==> config.mk <==
export PLATFORM = sky130hd
export DESIGN_NAME = branch_ctlr
export DESIGN_NICKNAME = d
export VERILOG_FILES = /design/src/rtl/branch_ctlr.sv
export SDC_FILE = /design/constraint.sdc
export NUM_CORES = 1
export LEC_CHECK = 0
export ABC_AREA = 0
export CAP_MARGIN = 40
export CORE_AREA = 2 2 82 84
export DETAILED_ROUTE_END_ITERATION = 10
export DIE_AREA = 0 0 84 86
export PLACE_DENSITY_LB_ADDON = 0.05
export SLEW_MARGIN = 20
export SYNTH_ARGS = -nofsm -noshare
export SYNTH_HDL_FRONTEND = slang
export SYNTH_SLANG_ARGS = --single-unit
export TNS_END_PERCENT = 5
==> constraint.sdc <==
create_clock -name clk -period 2.65 [get_ports clk]
set_clock_uncertainty 0.15 [all_clocks]
set_input_delay 0.3975 -clock clk [delete_from_list [all_inputs] [get_ports clk]]
set_output_delay 0.3975 -clock clk [all_outputs]
set_load 0.01 [all_outputs]
==> src/rtl/branch_ctlr.sv <==
// Branch decision unit for the single-cycle RV32I core.
// Turns the decoded branch type plus the ALU zero/sign flags of rs1-rs2 into
// pc_src, and keeps diagnostic counters of branches seen and taken along with
// a sticky flag for the reserved branch encoding.
module branch_ctlr #(
  parameter int CNT_W = 32
) (
  input  logic             clk,
  input  logic             rst,
  input  logic [2:0]       branch_in,
  input  logic             zero_flag,
  input  logic             sign_flag,
  output logic             pc_src,
  output logic [CNT_W-1:0] branch_cnt,
  output logic [CNT_W-1:0] taken_cnt,
  output logic             illegal
);

  // Branch type encoding produced by the main decoder
  typedef enum logic [2:0] {
    BR_NONE = 3'b000,
    BR_BEQ  = 3'b001,
    BR_BNE  = 3'b010,
    BR_BLT  = 3'b011,
    BR_BGE  = 3'b100,
    BR_JAL  = 3'b101,
    BR_JALR = 3'b110,
    BR_RSVD = 3'b111
  } branch_t;

  branch_t branch_type;
  logic    decode_take;
  logic    is_cond;
  logic    is_rsvd;

  assign branch_type = branch_t'(branch_in);

  // Combinational decode: the flags only matter for the conditional branches,
  // and any encoding without a meaningful arm falls back to "not taken"
  always_comb begin
    decode_take = 1'b0;
    is_cond     = 1'b0;
    is_rsvd     = 1'b0;
    case (branch_type)
      BR_BEQ:  begin decode_take = zero_flag;  is_cond = 1'b1; end
      BR_BNE:  begin decode_take = ~zero_flag; is_cond = 1'b1; end
      BR_BLT:  begin decode_take = sign_flag;  is_cond = 1'b1; end
      BR_BGE:  begin decode_take = ~sign_flag; is_cond = 1'b1; end
      BR_JAL:  decode_take = 1'b1;
      BR_JALR: decode_take = 1'b1;
      BR_RSVD: is_rsvd = 1'b1;
      default: decode_take = 1'b0;
    endcase
  end

  // Reset holds the PC on the sequential path no matter what the decoder says
  assign pc_src = decode_take & ~rst;

  // Diagnostic counters and sticky illegal flag; a reset edge discards the
  // sample presented in that same cycle rather than counting it
  always_ff @(posedge clk) begin
    if (rst) begin
      branch_cnt <= '0;
      taken_cnt  <= '0;
      illegal    <= 1'b0;
    end else begin
      if (is_cond) begin
        branch_cnt <= branch_cnt + CNT_W'(1);
      end
      if (pc_src) begin
        taken_cnt <= taken_cnt + CNT_W'(1);
      end
      if (is_rsvd) begin
        illegal <= 1'b1;
      end
    end
  end

endmodule

; ---- Word-level counts from Yosys, hierarchy flattened
; Cells that the tools add are included.
[word_totals]
out_inout_bits = 66
regBits = 65
input_bits = 7
wordCells = 21
[op_classes]
n_bitwise = 4
n_eq_ne = 7
reduce_logical = 2
n_mux = 3
addsub = 2
[ops]
columns = op, count
row1 = 32-bit by 1-bit adder with 32-bit output (second input constant), 2
row2 = 3-bit equality test (second input constant), 4
row3 = 3-bit by 2-bit equality test with 1-bit output (second input constant), 2
row4 = 1-bit one-hot mux with 5 select lines, 1
row5 = 4-bit OR reduction, 1
row6 = 3-bit by 1-bit equality test with 1-bit output (second input constant), 1
row7 = 1-bit inverter, 3
row8 = 1-bit two-way mux, 2
row9 = 2-bit OR reduction, 1
row10 = 1-bit AND, 1

; ---- Depth between registers and ports, before layout
[depth]
word_depth = 4
ltp_mapped = 7
ltp_nobuf = 6

; ---- Worst setup path before layout
; Ideal clock, no wire load.
[synth_timing]
path_kind = register to register
startpoint = register taken_cnt[5]
endpoint = register taken_cnt[27]
setup_ps = 71
synth_period_minus_slack_ps = 2139
n_path_buf = 1
stages_incl_launch_ff = 7
setup_slack_ps = 511
t_required_ps = 2429
t_arrival_ps = 1918
cell_sequence = dfxtp_1 > and4_4 > nand4_4 > or4_4 > buf_6 > or3_1 > a21oi_1
[synth_between]
elab_chain_cells = 1
[synth_rtl]
columns = element, line_no
row1 = start: declaration, 15  ; output logic [CNT_W-1:0] taken_cnt,
row2 = start signal: assignment, 71  ; taken_cnt <= taken_cnt + CNT_W'(1);
row3 = 32-bit by 1-bit adder with 32-bit output, 71
; No other way between the ends.
; A chain may end at the register's enable or synchronous reset.

; ---- Worst setup path in the final report
[layout_timing]
startpoint = input branch_in[0]
endpoint = output pc_src
[layout_between]
elab_chain_cells = 4
word_cells_on_any_way = 9
cone_classes = eq/ne (6) / mux (1) / bitwise (1) / reduce/logical (1)
[layout_rtl]
columns = element, line_no
row1 = start: declaration, 10  ; input logic [2:0] branch_in,
row2 = 3-bit equality test, 44  ; case (branch_type)
row3 = 2-bit OR reduction (no line), n/a
row4 = 1-bit one-hot mux with 5 select lines (*), 44
row5 = 1-bit AND (*), 57  ; assign pc_src = decode_take & ~rst;
row6 = end: declaration, 13  ; output logic pc_src,
; Every way passes the cells marked *; elsewhere a longest branch is shown, timed or not.

==> results.tsv <==
metric	value	unit
min_period	2470	ps
max_stage_delay	520	ps
total_power	0.00202	W
drt_wl_total	6930	um
firstDrtPassIters	4	
cts.path.max_buffers	2	
final_max_slew_viol_count	0	
cp_cell_sequence	clkdlybuf4s50_1 > or3b_2 > o221ai_2 > nor2_1 > dlygate4sd2_1	
dieWidth	84	um
cts_root_buf	clkbuf_8	
grt_pass1_vias	2614	
place_inst	507	
wire_per_inst	13.3	um
power_frac_clock	0.449	
cts.repair.resized	1	
cts-buffers-inserted	9	
worst_setup_path_start_kind	primary input	
fillers	546	
start_util	0.490	
period_share	0.931	
r2r_setup_slack	380	ps
yosysUniqueCellTypes	38	
fin_tns_setup	0	ps
diodes	0	
hpwlAfterDp	4790	um
yosysSeqAreaShare	0.423	
p_leak	1.30	nW
max_freq	405	MHz
p_sw_frac	0.213	
power_density	489	nW/um^2
maxCapViolCount	0	
grt.total_usage	0.202	
area_delta_synth_final	34.3	%
io_pins	73	
synth-edff-count	0	
via_per_inst	5.34	
top_usage_layer	met2	
drt-initial-drc-count	150	
met3_usage	0.0558	
syn-num-nets	370	
antenna_found_initial	0	
yosys_warnings	0	
grt_overflow_total	0	
cts_tree	yes	
worstMarginPinSlew	664	ps
numPortBuffers	72	
ant_nets	0	
worst_ep_required_time	2100	ps
internal_power	0.00159	W
h-tree-depth	3	
num_rows	29	
syn_inst	361	
pwr-share-seq	0.495	
met1_usage	0.276	
clkTransAtPathRegs	60	ps
synth.avg_cell_area	8.52	sq um
end_kind	output port	
cts_setup_buffers	0	
stdcell_count	522	
crit_path_top_delay_cell	or3b_2	
path_class	primary input to output port	
insertion_delay	330	ps
vias	2790	
peakVddDrop	0.000358	V
core_area	6280	sq um
ys.flop_type	dfxtp_1	
dieArea	7220	sq um
slew_headroom	0.557	
gr-usage-met2	0.308	
fin_nets	450	
grt_max_degree	66	
min_path_type	flop to flop	
drc_errors	0	
cts_sinks	65	
synth_seq_cells	65	
gp_congestion	0.730	
crit_fanout	5	
hold_viol_final	0	
arrival	1920	ps
grt_pass1_wl	12000	um
p_comb_frac	0.057	
async_reset_ff_frac	0	
die_y	86	um
run_status	finished clean	
drive_gt1_frac	0.0921	
p_sw	0.000430	W
holdBufCountCts	0	
syn_area	3080	sq um
rsz0062_at_grt	no	
setup_violations	0	
synthesized netlist by cell type (2+ instances only):
| cell type | instances | area (sq um) |
|---|---|---|
| dfxtp_1 | 65 | 1300 |
| nor2_1 | 50 | 188 |
| xnor2_1 | 39 | 342 |
| nand2_1 | 24 | 90.1 |
| a21oi_1 | 21 | 105 |
| nor4_1 | 20 | 125 |
| nand3_1 | 19 | 95.1 |
| o21ai_0 | 19 | 95.1 |
| or3_1 | 18 | 113 |
| clkbuf_1 | 13 | 48.8 |
| inv_1 | 11 | 41.3 |
| nor3_1 | 9 | 45.0 |
| nand4_1 | 7 | 43.8 |
| and3_1 | 6 | 37.5 |
| and4_1 | 5 | 43.8 |
| nor4b_1 | 4 | 35.0 |
| nand4_4 | 3 | 63.8 |
| xor2_1 | 3 | 26.3 |
| buf_6 | 2 | 22.5 |
| ha_1 | 2 | 25.0 |
| mux2i_1 | 2 | 20.0 |
| or4_1 | 2 | 15.0 |
| or4_4 | 2 | 22.5 |
cells in the final DEF, fill, tap and decap left out, types with 12 or more instances in the layout:
| cell | count |
|---|---|
| dfxtp_1 | 65 |
| xnor2_1 | 39 |
| or3_1 | 18 |
| a21oi_1 | 21 |
| buf_4 | 12 |
| o21ai_0 | 19 |
| clkdlybuf4s50_1 | 70 |
| nor4_1 | 20 |
| nand3_1 | 19 |
| nand2_1 | 24 |
| nor2_1 | 50 |
critical path: cells and delay by family:
kind,cells,cell delay (ps)
AOI/OAI and AO/OA,1,120
and+or+nand+nor,2,610
buffers and inverters,2,790
metrics by stage:
stage	hold slack, ps	instance area [sq um]	util	setup slack (ps)
floorplan	320	3080	-	511
global placement	292	3920	0.625	-48.5
detailed placement	303	3920	0.625	-140
CTS	321	4130	0.658	183
global route	358	4130	0.658	106
finish	318	4130	0.658	182
routing by layer:
| metal | part of all wire | vias to the layer above |
|---|---|---|
| met1 | 0.49 | 1295 |
| met2 | 0.45 | 61 |
| met4 | 0.0079 | 0 |
| met3 | 0.046 | 5 |
| li1 | - | 1429 |
| met5 | 0 | - |
flip-flops by register name, summed over array words and instances, names as in the netlist:
register,flops
branch_cnt,32
illegal,1
taken_cnt,32
cell type report:
type / count / area (sq um) / share of cell area
multi-input cells: 269 / 1660 / 0.401
flip-flops and latches: 65 / 1300 / 0.315
repair buffers: 85 / 825 / 0.200
clock buffers: 12 / 145 / 0.0351
well taps: 77 / 96.3 / 0.0233
clock inverters: 3 / 65.1 / 0.0157
inverters: 11 / 41.3 / 0.00999
final timing paths:
kind,end,startpoint,cells past startpoint
hold / removal,illegal,illegal,2
hold reg to reg,illegal,illegal,2
setup reg to reg,taken_cnt[19],taken_cnt[9],5
setup / recovery,pc_src,branch_in[0],5
logic make-up after synthesis:
group / after synthesis / synth area share
compound gates: 44 / 0.0785
xor+xnor: 42 / 0.120
fa+ha+maj: 2 / 0.00813
buf+inv: 27 / 0.0382
flops: 65 / 0.423
mux: 3 / 0.0102
simple gates: 178 / 0.322
power by group through the flow:
stage / Clock, W / Sequential, W / Combinational [W]
finish: 0.000907 / 0.00100 / 0.000115
CTS: 0.000930 / 0.00100 / 0.000116
floorplan: 0 / 0.00102 / 0.0000539
detailed placement: 0 / 0.00102 / 0.000116
global route: 0.000980 / 0.00100 / 0.000127
global placement: 0 / 0.00102 / 0.000115
Power figures use the tool's default switching activity.
